==> src/rtl/mem_access_pkg.sv <==
// Shared types and constants for the memory-stage access unit.
`ifndef XLEN
`define XLEN 32
`endif
`ifndef FUNCT3_WIDTH
`define FUNCT3_WIDTH 3
`endif

package mem_access_pkg;

  typedef enum logic [1:0] {
    IDLE    = 2'd0,
    ISSUE   = 2'd1,
    WAIT_RD = 2'd2,
    RESP    = 2'd3
  } state_e;

  typedef enum logic [1:0] {
    FAULT_NONE     = 2'd0,
    FAULT_MISALIGN = 2'd1,
    FAULT_TIMEOUT  = 2'd2
  } fault_e;

  localparam logic [3:0] BE_BYTE = 4'b0001;
  localparam logic [3:0] BE_HALF = 4'b0011;
  localparam logic [3:0] BE_WORD = 4'b1111;

  // RV32 load/store width codes.
  localparam logic [`FUNCT3_WIDTH-1:0] F3_LB  = 3'b000;
  localparam logic [`FUNCT3_WIDTH-1:0] F3_LH  = 3'b001;
  localparam logic [`FUNCT3_WIDTH-1:0] F3_LW  = 3'b010;
  localparam logic [`FUNCT3_WIDTH-1:0] F3_LBU = 3'b100;
  localparam logic [`FUNCT3_WIDTH-1:0] F3_LHU = 3'b101;
  localparam logic [`FUNCT3_WIDTH-1:0] F3_SB  = 3'b000;
  localparam logic [`FUNCT3_WIDTH-1:0] F3_SH  = 3'b001;
  localparam logic [`FUNCT3_WIDTH-1:0] F3_SW  = 3'b010;

endpackage

==> src/rtl/mod_mem_store_data_aligner.sv <==
// Store lane steering: derives byte enables and lane-replicated write data
// from the store width code and the low address bits.
`ifndef XLEN
`define XLEN 32
`endif
`ifndef FUNCT3_WIDTH
`define FUNCT3_WIDTH 3
`endif

module mod_mem_store_data_aligner
  import mem_access_pkg::*;
(
  input  logic [`FUNCT3_WIDTH-1:0] funct3,
  input  logic [1:0]               offset,
  input  logic [`XLEN-1:0]         data,
  output logic [3:0]               byteenable,
  output logic [`XLEN-1:0]         writedata
);

  // Replicate the operand across every lane it could land in; the enables pick the real one.
  always_comb begin
    byteenable = BE_WORD;
    writedata  = data;
    case (funct3)
      F3_SB: begin
        byteenable = BE_BYTE << offset;
        writedata  = {4{data[7:0]}};
      end
      F3_SH: begin
        byteenable = BE_HALF << offset;
        writedata  = {2{data[15:0]}};
      end
      default: ;
    endcase
  end

endmodule

==> src/rtl/mod_mem_access_unit.sv <==
// Memory-stage access controller: one load/store in flight, alignment check,
// word-aligned bus request, read-latency wait with timeout, one-cycle response.
`ifndef XLEN
`define XLEN 32
`endif
`ifndef FUNCT3_WIDTH
`define FUNCT3_WIDTH 3
`endif

module mod_mem_access_unit
  import mem_access_pkg::*;
#(
  parameter int RSP_TIMEOUT = 255
) (
  input  logic                     clk,
  input  logic                     rst,
  input  logic                     req_valid_i,
  output logic                     req_ready_o,
  input  logic                     req_is_store_i,
  input  logic [`FUNCT3_WIDTH-1:0] funct3_i,
  input  logic [`XLEN-1:0]         addr_i,
  input  logic [`XLEN-1:0]         store_data_i,
  output logic [`XLEN-1:0]         mem_address_o,
  output logic                     mem_read_o,
  output logic                     mem_write_o,
  output logic [3:0]               mem_byteenable_o,
  output logic [`XLEN-1:0]         mem_writedata_o,
  input  logic                     mem_waitrequest_i,
  input  logic [`XLEN-1:0]         mem_readdata_i,
  input  logic                     mem_readdatavalid_i,
  output logic                     rsp_valid_o,
  output logic [`FUNCT3_WIDTH-1:0] rsp_funct3_o,
  output logic [`XLEN-1:0]         rsp_address_o,
  output logic [`XLEN-1:0]         rsp_readdata_o,
  output logic [1:0]               rsp_fault_o,
  output logic                     busy_o
);

  localparam logic [15:0] TMO_LAST = 16'(RSP_TIMEOUT - 1);

  state_e                    state_q, state_d;
  logic                      ready_q;
  logic                      accept;
  logic                      in_issue;
  logic [15:0]               tmo_cnt_q;

  logic                      req_is_store_p0;
  logic [`FUNCT3_WIDTH-1:0]  req_funct3_p0;
  logic [`XLEN-1:0]          req_addr_p0;
  logic [`XLEN-1:0]          req_data_p0;

  logic                      rsp_load;
  fault_e                    rsp_fault_d;
  logic [`XLEN-1:0]          rsp_data_d;
  logic [`XLEN-1:0]          rsp_addr_d;
  logic [`FUNCT3_WIDTH-1:0]  rsp_f3_d;

  logic [`FUNCT3_WIDTH-1:0]  rsp_funct3_p1;
  logic [`XLEN-1:0]          rsp_address_p1;
  logic [`XLEN-1:0]          rsp_readdata_p1;
  fault_e                    rsp_fault_p1;

  logic [3:0]                al_be;
  logic [`XLEN-1:0]          al_wdata;

  // A request is refused when its width code is illegal or its address is
  // not naturally aligned for that width.
  function automatic logic is_bad_req(input logic                     is_store,
                                      input logic [`FUNCT3_WIDTH-1:0] f3,
                                      input logic [1:0]               off);
    logic bad;
    bad = 1'b1;
    if (is_store) begin
      case (f3)
        F3_SB:   bad = 1'b0;
        F3_SH:   bad = off[0];
        F3_SW:   bad = (off != 2'b00);
        default: bad = 1'b1;
      endcase
    end else begin
      case (f3)
        F3_LB, F3_LBU: bad = 1'b0;
        F3_LH, F3_LHU: bad = off[0];
        F3_LW:         bad = (off != 2'b00);
        default:       bad = 1'b1;
      endcase
    end
    return bad;
  endfunction

  assign accept   = (state_q == IDLE) && ready_q && req_valid_i;
  assign in_issue = (state_q == ISSUE);

  // Next-state and response-capture decode.
  always_comb begin
    state_d     = state_q;
    rsp_load    = 1'b0;
    rsp_fault_d = FAULT_NONE;
    rsp_data_d  = '0;
    rsp_f3_d    = (state_q == IDLE) ? funct3_i : req_funct3_p0;
    rsp_addr_d  = (state_q == IDLE) ? addr_i   : req_addr_p0;
    case (state_q)
      IDLE: begin
        if (accept) begin
          if (is_bad_req(req_is_store_i, funct3_i, addr_i[1:0])) begin
            state_d     = RESP;
            rsp_load    = 1'b1;
            rsp_fault_d = FAULT_MISALIGN;
          end else begin
            state_d = ISSUE;
          end
        end
      end
      ISSUE: begin
        if (!mem_waitrequest_i) begin
          if (req_is_store_p0) begin
            state_d  = RESP;
            rsp_load = 1'b1;
          end else begin
            state_d = WAIT_RD;
          end
        end
      end
      WAIT_RD: begin
        if (mem_readdatavalid_i) begin
          state_d    = RESP;
          rsp_load   = 1'b1;
          rsp_data_d = mem_readdata_i;
        end else if (tmo_cnt_q == TMO_LAST) begin
          state_d     = RESP;
          rsp_load    = 1'b1;
          rsp_fault_d = FAULT_TIMEOUT;
        end
      end
      RESP:    state_d = IDLE;
      default: state_d = IDLE;
    endcase
  end

  // Control state: FSM, ready flag (low through reset) and read timeout counter.
  always_ff @(posedge clk) begin
    if (rst) begin
      state_q   <= IDLE;
      ready_q   <= 1'b0;
      tmo_cnt_q <= '0;
    end else begin
      state_q   <= state_d;
      ready_q   <= (state_d == IDLE);
      tmo_cnt_q <= (state_q == WAIT_RD) ? tmo_cnt_q + 16'd1 : 16'd0;
    end
  end

  // Stage p0: request fields captured at the handshake.
  always_ff @(posedge clk) begin
    if (accept) begin
      req_is_store_p0 <= req_is_store_i;
      req_funct3_p0   <= funct3_i;
      req_addr_p0     <= addr_i;
      req_data_p0     <= store_data_i;
    end
  end

  // Stage p1: response fields, updated only on entry to RESP and held otherwise.
  always_ff @(posedge clk) begin
    if (rst) begin
      rsp_funct3_p1   <= '0;
      rsp_address_p1  <= '0;
      rsp_readdata_p1 <= '0;
      rsp_fault_p1    <= FAULT_NONE;
    end else if (rsp_load) begin
      rsp_funct3_p1   <= rsp_f3_d;
      rsp_address_p1  <= rsp_addr_d;
      rsp_readdata_p1 <= rsp_data_d;
      rsp_fault_p1    <= rsp_fault_d;
    end
  end

  mod_mem_store_data_aligner u_store_aligner (
    .funct3     (req_funct3_p0),
    .offset     (req_addr_p0[1:0]),
    .data       (req_data_p0),
    .byteenable (al_be),
    .writedata  (al_wdata)
  );

  assign req_ready_o      = ready_q;
  assign busy_o           = (state_q != IDLE);
  assign mem_read_o       = in_issue && !req_is_store_p0;
  assign mem_write_o      = in_issue && req_is_store_p0;
  assign mem_address_o    = in_issue ? {req_addr_p0[`XLEN-1:2], 2'b00} : '0;
  assign mem_byteenable_o = in_issue ? (req_is_store_p0 ? al_be : BE_WORD) : 4'b0000;
  assign mem_writedata_o  = (in_issue && req_is_store_p0) ? al_wdata : '0;
  assign rsp_valid_o      = (state_q == RESP);
  assign rsp_funct3_o     = rsp_funct3_p1;
  assign rsp_address_o    = rsp_address_p1;
  assign rsp_readdata_o   = rsp_readdata_p1;
  assign rsp_fault_o      = rsp_fault_p1;

endmodule

==> config.mk <==
export PLATFORM = sky130hd
export DESIGN_NAME = mod_mem_access_unit
export DESIGN_NICKNAME = d
export VERILOG_FILES = /design/src/rtl/mem_access_pkg.sv /design/src/rtl/mod_mem_store_data_aligner.sv /design/src/rtl/mod_mem_access_unit.sv
export SDC_FILE = /design/constraint.sdc
export NUM_CORES = 1
export LEC_CHECK = 0
export CAP_MARGIN = 0
export CORE_MARGIN = 2
export CORE_UTILIZATION = 48
export CTS_CLUSTER_SIZE = 24
export DETAILED_ROUTE_END_ITERATION = 12
export MAX_ROUTING_LAYER = met4
export PLACE_DENSITY_LB_ADDON = 0.05
export SLEW_MARGIN = 10
export SYNTH_ARGS = -nofsm -noshare
export SYNTH_HDL_FRONTEND = slang
export SYNTH_SLANG_ARGS = --single-unit
export TNS_END_PERCENT = 20
==> constraint.sdc <==
create_clock -name clk -period 5.46 [get_ports clk]
set_input_delay 0.546 -clock clk [delete_from_list [all_inputs] [get_ports clk]]
set_output_delay 0.546 -clock clk [all_outputs]
set_load 0.1 [all_outputs]
# Word level (Yosys, flattened, before mapping)
# Cells that the tools add are included.
[totals] mem_count=0 mem_bits_rw=0 reg_bits=156 elab_cells=72 latch_bits=0 romBits=0
[classes] eq_ne=9 mux=34 div_mod_pow=0 n_reduce_logical=14 order_cmp=0 mul=0 n_shift=2 addsub=1 bitwise_logic=1
[op_table] operator="32-bit 2-to-1 mux" n=5
[op_table] operator="32-bit case mux with 2 select lines" n=1
[op_table] operator="16-bit by 1-bit adder with 16-bit output (second input constant)" n=1
[op_table] operator="16-bit by 8-bit equality test with 1-bit output (second input constant)" n=1
[op_table] operator="2-bit 2-to-1 mux" n=7
[op_table] operator="1-bit 2-to-1 mux" n=12
[op_table] operator="1-bit case mux with 3 select lines" n=3
[op_table] operator="4-bit 2-to-1 mux" n=2
[op_table] operator="2-bit case mux with 4 select lines" n=1
[op_table] operator="4-bit case mux with 2 select lines" n=1
[op_table] operator="3-bit by 1-bit equality test with 1-bit output (second input constant)" n=2
[op_table] operator="3-bit equality test (second input constant)" n=2
[op_table] operator="3-bit logical NOT" n=2
[op_table] operator="2-bit OR reduction" n=3
[op_table] operator="2-bit equality test (second input constant)" n=2
[op_table] operator="1-bit logical AND" n=4
[op_table] operator="2-bit logical NOT" n=2
[op_table] operator="2-bit case mux with 2 select lines" n=1
[op_table] operator="2-bit nonzero test" n=2
[op_table] operator="1-bit by 2-bit left shift with 4-bit output (first input constant)" n=1
[op_table] operator="2-bit by 2-bit left shift with 4-bit output (first input constant)" n=1
[op_table] operator="3-bit by 2-bit equality test with 1-bit output (second input constant)" n=1
[op_table] operator="3-bit 2-to-1 mux" n=1
[op_table] operator="2-bit by 1-bit equality test with 1-bit output (second input constant)" n=1
[op_table] operator="2 further kinds" n=2

# Depth between registers and ports, before layout
# Gate-level depths: netlist of run 1.
[depth] depth_word=10 depth_mapped=8

# Modules after synthesis
# Synthesis of run 1 repeated with hierarchy kept, for this count alone.
[hier_totals] hier_cells=604 hier_area_um2=6862.8
[modules_own_cells] module="mod_mem_access_unit" cells_per_inst=540 instances=1 seq_area_each_um2=3803.6 area_per_inst_um2=6344.8
[modules_own_cells] module="mod_mem_store_data_aligner" cells_per_inst=64 instances=1 seq_area_each_um2=0.0 area_per_inst_um2=518.0

# Least setup slack after synthesis of run 1
# Ideal clock, no wire load.
[synth_timing] path_type="flip-flop to output port" startpoint="register state_q[0]" endpoint="output mem_writedata_o[28]" arrival_time_ns=3.223 required_ns=4.914 setup_slack_ns=1.691 stages_incl_launch_ff=5 cell_sequence="dfxtp_1 nor2b_1 nand2_1 clkbuf_1 a211oi_1"
[synth_via] elab_chain_len=3
[synth_lines] element="start: declaration" line="mod_mem_access_unit.sv:41" text="state_e state_q, state_d;"
[synth_lines] element="start signal: assignment" line="mod_mem_access_unit.sv:147" text="state_q <= state_d;"
[synth_lines] element="2-bit by 1-bit equality test with 1-bit output" line="mod_mem_access_unit.sv:92" text="assign in_issue = (state_q == ISSUE);"
[synth_lines] element="1-bit logical AND" line="mod_mem_access_unit.sv:192" text="assign mem_writedata_o = (in_issue && req_is_store_p0) ? al_wdata : '0;"
[synth_lines] element="32-bit 2-to-1 mux" line="mod_mem_access_unit.sv:192"
[synth_lines] element="end: declaration" line="mod_mem_access_unit.sv:27" text="output logic [`XLEN-1:0] mem_writedata_o,"
# Every way passes these cells.

# Worst setup path after layout of run 1
[layout_timing] startpoint="register state_q[0]" endpoint="output mem_writedata_o[17]"
# Same word-level chain as after synthesis.

==> results.md, run 1 <==
- Status: finished, final reports clean
- Routed via count: about 5600
- Initial Utilization: 49.5%
- Tmin final: about 4.2 ns
- Post-synthesis cell type count: 47
- Mapped Avg Cell Area: 11.7 um2
- Max-slew headroom: a little under a third
- Fillers: a little under 1000
- Multi-input gate area: 2560 um2
- Buffers added on ports: roughly 240
- Final Hold Viols: 0
- Post-Syn Area: about 6600 um2
- RD Place Congestion: 0.946
- Die H: 121 um
- Num CTS Buffers: 17
- Seq/Total Area, Yosys: between 50% and 60%
- Antenna Cells: 0
- Largest net degree at the start of global routing: 43
- Core area: ~13000 um2
- Non-filler cells, final: 978
- Setup crit end: mem_writedata_o[17]
- Post-Route Hold Slack: between 0.4 and 0.5 ns
- First-pass GRT wire length: 29000 um
- Rows: 42
- Pre-CTS setup slack: 1.70 ns
- Initial antenna violation count: 0
- Cts hold-fix bufs: 0
- Post-synth top area cell: edfxtp_1
- Most frequently used flop master after synthesis: dfxtp_1
- Pins Over Slew Limit: 0
- Worst hold path class: reg -> reg
- Placed Instances: roughly 950
- MaxCap Viol Count: 0
- Post-CTS setup buffer count: 0
- LEAKAGE: about 3.5 nW
- Gr usage total: 26.1%
- Number of flops mapped to enable cells by yosys: 68
- Critical Path Sink Type: output pin
- Async set-reset flop share out of synthesis: 0%
- Setup TNS Final: 0 ns
- VDD IR-drop max: roughly 0.00043 V
- Die ar.: approximately 15000 um2
- DR vias/cell: approximately 5.7
- Crit-path max FO: 40
- Grt ovf: 0
- Worst EP arrival: between 3 and 4 ns
- I/O pin count: between 200 and 250
- Critical R2R Launch: tmo_cnt_q[12]
- Layout Nets: between 800 and 900
- Top post-synthesis cells by area: edfxtp_1 31%, dfxtp_1 27%, mux2i_1 6.5%
- R2r setup slk: between 2 and 3 ns
- HPWL after detailed placement: 12900 um
- Die width: between 100 and 150 um
- Reg area: between 3000 and 4000 um2
- Top-area cell type share of the netlist area: a little under a third
- Yosys reg bits: 156
- WS Path Type: reg -> out
- Clock Root Buffer: clkbuf_16
- Crit. Startpoint: state_q[0]
- Number of global-route vias before repair: between 5000 and 6000
- WL/cell: 19.1 um
- Clk sink count: between 150 and 200
- Post-route ant nets: 0
- Most common cell after layout, fill and taps aside: clkdlybuf4s50_1
- Pre-antenna DRT Iters: 5
- Clk pin slew, worst setup/hold paths: approximately 0.06 ns
- Final Skew: roughly 0.0057 ns
- Max Freq: 236 MHz
- CTS H-tree depth: 4
- Layout cells sized above 1: roughly 7.6%
- Iter 0 DRT Violations: around 330
- Worst-case clock buffer depth: 2
- Worst Max-Slew Pin Slew: slightly above 1 ns
- CTS tree: done
- CP Launch Type: register
- CP required: approximately 4.9 ns
- Period utilisation layout: between 70 and 80%
- Post-CTS resize count: 0
- DRC: 0
- Warnings from Yosys: 0
- Post-synthesis cell count: 566
- Final setup viols: 0
- Final WL: 18700 um
- RSZ-0062 raised after global routing: false
- Final setup margin: between 1 and 1.5 ns
- Area Growth Syn to Fin: 46.3%
- Power per cell area: ~560 nW/um2
- Reg2reg path depth: 4
- Worst reg2reg path endpoint: rsp_address_o[1]
- Most frequent cells in the layout: 243 x clkdlybuf4s50_1, 88 x dfxtp_1, 68 x edfxtp_1
- Clock latency on the worst-skew pair: 0.42 ns
## synthesized netlist by cell type, drive strengths merged (6+ instances only)
| master | number |
|---|---|
| mux2i | 43 |
| inv | 7 |
| xnor2 | 10 |
| o21ai | 16 |
| edfxtp | 68 |
| and3 | 8 |
| nor2 | 28 |
| and2 | 31 |
| a211oi | 43 |
| buf | 20 |
| dfxtp | 88 |
| nor4 | 6 |
| a2111oi | 36 |
| clkbuf | 31 |
| nand3 | 8 |
| a21oi | 21 |
| nand2 | 32 |
| a22o | 32 |
## worst min path at each step
| stage | end | slack, ns | depth (start not counted) | from |
|---|---|---|---|---|
| 2_1_floorplan | tmo_cnt_q[0] | 0.44 | 1 | tmo_cnt_q[0] |
| 3_3_place_gp | tmo_cnt_q[0] | 0.45 | 1 | tmo_cnt_q[0] |
| 3_5_place_dp | rsp_readdata_o[1] | 0.45 | 1 | rsp_readdata_o[1] |
| 4_1_cts | rsp_readdata_o[11] | 0.48 | 1 | rsp_readdata_o[11] |
| 5_1_grt | rsp_readdata_o[20] | 0.49 | 1 | rsp_readdata_o[20] |
| 6_report | rsp_readdata_o[19] | 0.47 | 1 | rsp_readdata_o[19] |
## state kept, by name (all words and copies together) (netlist names)
name             count
req_is_store_p0      1
rsp_address_o       32
req_data_p0         32
rsp_funct3_o         3
req_funct3_p0        3
tmo_cnt_q           16
rsp_fault_o          2
state_q              2
req_ready_o          1
req_addr_p0         32
rsp_readdata_o      32
## per-layer routing
layer	vias up	track usage, %	wire length [um]
met5	-	-	0
met4	0	8.98	323
met3	30	6.30	1290
met2	237	42.9	9330
met1	2705	31.8	7740
li1	2603	-	-
## power by group
group          internal, mW  total [mW]  leakage (nW)  switching [mW]
registers              1.46        1.59          1.34           0.136
logic                 0.683        2.76          1.88            2.07
clock network         0.639        1.08         0.269           0.445
## critical path: stages (launching register included)
cell and delay [ns]:
dfxtp_1 0.53, nor2b_2 0.20, buf_4 0.35, nand2_1 0.54
a21oi_1 0.41, clkdlybuf4s50_1 1.21
## cells by family (layout without fill, tap and decap cells)
logic type                 count (synthesis)  count (layout)  share of synthesized area (%)
DFF                                      156             156                           57.6
xor gates and xnor gates                  11              11                           1.46
muxes                                     44              44                           6.68
buffers and inverters                     58             293                           4.41
AOI/OAI and AO/OA                        158             158                           18.4
and+or+nand+nor                          136             136                           11.0
adders and majority gates                  2               2                          0.379
other                                      1               2                         0.0567
## area by class of cell
| type | instances | area share (%) |
|---|---|---|
| clock inverters | 7 | 0.375 |
| multi-input cells | 353 | 26.5 |
| inverters | 7 | 0.272 |
| clock buffers | 25 | 5.24 |
| well taps | 176 | 2.28 |
| flip-flops and latches | 156 | 39.4 |
| repair buffers | 254 | 26.0 |
## stage by stage
| step | power (mW) | instance area (um2) | utilization (%) |
|---|---|---|---|
| after floorplan | 3.70 | 6610 | - |
| after global placement | 4.33 | 9120 | 68.3 |
| after detailed placement | 4.37 | 9120 | 68.3 |
| after CTS | 5.45 | 9660 | 72.4 |
| after global routing | 5.63 | 9670 | 72.4 |
| final | 5.43 | 9670 | 72.4 |
(Power assumes the default switching activity.)
==> run 2: changes to the inputs <==
- CORE_UTILIZATION: 48 -> 44
- clock period: 5.46 -> 4 ns (I/O delays scaled with it)
==> run 2 against run 1 <==
  * Sequential power grew 36%
  * Register-to-register slack got worse by 1.3 ns
  * Non-clock buffer count is 1 higher
  * Total power grew 36%
  * First-iteration DRC count rose by 15%
  * Critical endpoint is now mem_byteenable_o[0]
==> results.md, run 2 (synthesis gave the netlist of run 1 again) <==
- Clock latency on the worst-skew pair: 0.42 ns (about the same)
- I/O pin count: 247 (unchanged)
- Worst Max-Slew Pin Slew: 1.03 ns (was 1.04 ns)
- CTS tree: done (unchanged)
- Buffers added on ports: 244 (unchanged)
- Final Skew: 0.0124 ns (was 0.00567 ns)
- Iter 0 DRT Violations: 377 (was 328)
- Final Hold Viols: 0 (unchanged)
- WL/cell: 18.8 um (was 19.1 um)
- WS Path Type: reg -> out (unchanged)
- VDD IR-drop max: 0.000620 V (was 0.000431 V)
- Worst hold path class: reg -> reg (unchanged)
- Die H: 127 um (was 121 um)
- Family with the most delay on the worst path: buffers and inverters (unchanged)
- Die ar.: 16000 um2 (was 14700 um2)
- Max-slew headroom: 31.3% (was 30.7%)
- Most common cell after layout, fill and taps aside: clkdlybuf4s50_1 (unchanged)
- HPWL after detailed placement: 13000 um (was 12900 um)
- Post-Layout Inst Area: 9530 um2 (was 9670 um2)
- CP bufs+invs: 1 (was 2)
- Clock Root Buffer: clkbuf_16 (unchanged)
- RSZ-0062 raised after global routing: false (unchanged)
- Placed Instances: 955 (was 946)
- Power per cell area: 778 nW/um2 (was 562 nW/um2)
- Initial Utilization: 45.3% (was 49.5%)
- Max Freq: roughly 320 MHz
- Non-filler cells, final: 987 (was 978)
- Layout Nets: 897 (was 896)
- Crit-path max FO: 9 (was 40)
- Rows: 44 (was 42)
- Die width: 127 um (was 121 um)
- Largest net degree at the start of global routing: 43 (unchanged)
- Fillers: 1155 (was 984)
- Grt ovf: 0 (unchanged)
- Post-CTS resize count: 0 (unchanged)
- Clk pin slew, worst setup/hold paths: 0.06 ns (about the same)
- CTS H-tree depth: 4 (unchanged)
- Final setup viols: 0 (unchanged)
- Power, Total: 7.41 mW (was 5.43 mW)
- DRC: 0 (unchanged)
- Initial antenna violation count: 0 (unchanged)
- First-pass GRT wire length: 28800 um (was 29000 um)
- Worst-case clock buffer depth: 2 (unchanged)
- CP Launch Type: register (unchanged)
- Worst EP arrival: 2.73 ns (was 3.69 ns)
- Setup TNS Final: 0 ns (unchanged)
- Cts hold-fix bufs: 0 (unchanged)
- Post-route ant nets: 0 (unchanged)
- Routed via count: 5444 (was 5575)
- Antenna Cells: 0 (unchanged)
- Worst path slowest cell: clkdlybuf4s50_1 (unchanged)
- MaxCap Viol Count: 0 (unchanged)
- RD Place Congestion: 0.861 (was 0.946)
- Multi-input gate area: 2560 um2 (about the same)
- Period utilisation layout: between 70% and 80%
- Status: finished, final reports clean (unchanged)
- Gr usage total: 23.4% (was 26.1%)
- Number of global-route vias before repair: 5257 (was 5506)
- CP required: 3.60 ns (was 4.91 ns)
- Area Growth Syn to Fin: 44.2% (was 46.3%)
- Post-CTS setup buffer count: 0 (unchanged)
- Pins Over Slew Limit: 0 (unchanged)
- CP Cell Sequence: nand2b_1 -> a31oi_1 -> clkdlybuf4s50_1 (was nor2b_2 -> buf_4 -> nand2_1 -> a21oi_1 -> clkdlybuf4s50_1)
- DP Area: 8970 um2 (was 9120 um2)
- Post-Route Hold Slack: 0.471 ns (was 0.472 ns)
- Layout cells sized above 1: 16.1% (was 7.61%)
- Tmin final: about 3.1 ns
- Clk sink count: 156 (unchanged)
- Reg area: 3800 um2 (unchanged)
- LEAKAGE: 3.63 nW (was 3.48 nW)
- Num CTS Buffers: 17 (unchanged)
- Max stage delay on crit path: 1.20 ns (was 1.21 ns)
- Critical Path Sink Type: output pin (unchanged)
- Core area: 14600 um2 (was 13300 um2)
- Final WL: 18500 um (was 18700 um)
- Most frequent cells in the layout: 178 x clkdlybuf4s50_1, 88 x dfxtp_1, 76 x buf_4 (was 243 x clkdlybuf4s50_1, 88 x dfxtp_1, 68 x edfxtp_1)
- Pre-antenna DRT Iters: 5 (unchanged)
- DR vias/cell: 5.52 (was 5.70)
## run 2: report_power, final
part	switching [mW]	internal [mW]
Clock	0.621	0.885
Sequential	0.179	1.99
Combinational	2.83	0.905
## run 2: metrics by stage
stage / utilization, % / worst slack, ns
floorplan: - / 0.377
global placement: 61.5 / 1.18
detailed placement: 61.5 / 1.14
CTS: 65.3 / 0.831
global route: 65.3 / 0.737
finish: 65.3 / 0.868
## run 2: worst register-to-register path, cell delays in order (launching register included)
cell and delay [ns]:
dfxtp_1 0.42, nand4bb_1 0.35, nor3_2 0.76, a211o_2 0.66, a211oi_1 0.19
## run 2: area by class of cell
cell class | instances | area share [%]
Sequential cell | 156 | 39.9
Multi-Input combinational cell | 353 | 26.9
Timing Repair Buffer | 255 | 24.7
Clock buffer | 20 | 4.80
Tap cell | 184 | 2.42
Clock inverter | 12 | 0.985
Inverter | 7 | 0.276
## run 2: layer usage
layer / vias to the layer above / global-route usage (%) / routed length, um
met5: - / - / 0
met4: 0 / 7.82 / 424
met3: 34 / 5.74 / 1190
met2: 204 / 36.0 / 8810
met1: 2604 / 30.7 / 8100
li1: 2602 / - / -
## run 2: path summary, 6_finish.rpt
check | start | endpoint | slack [ns] | depth (start not counted)
setup / recovery | state_q[0] | mem_byteenable_o[0] | 0.87 | 3
hold / removal | rsp_readdata_o[8] | rsp_readdata_o[8] | 0.47 | 1
setup reg to reg | state_q[0] | rsp_address_o[8] | 1.44 | 4
hold reg to reg | rsp_readdata_o[8] | rsp_readdata_o[8] | 0.47 | 1
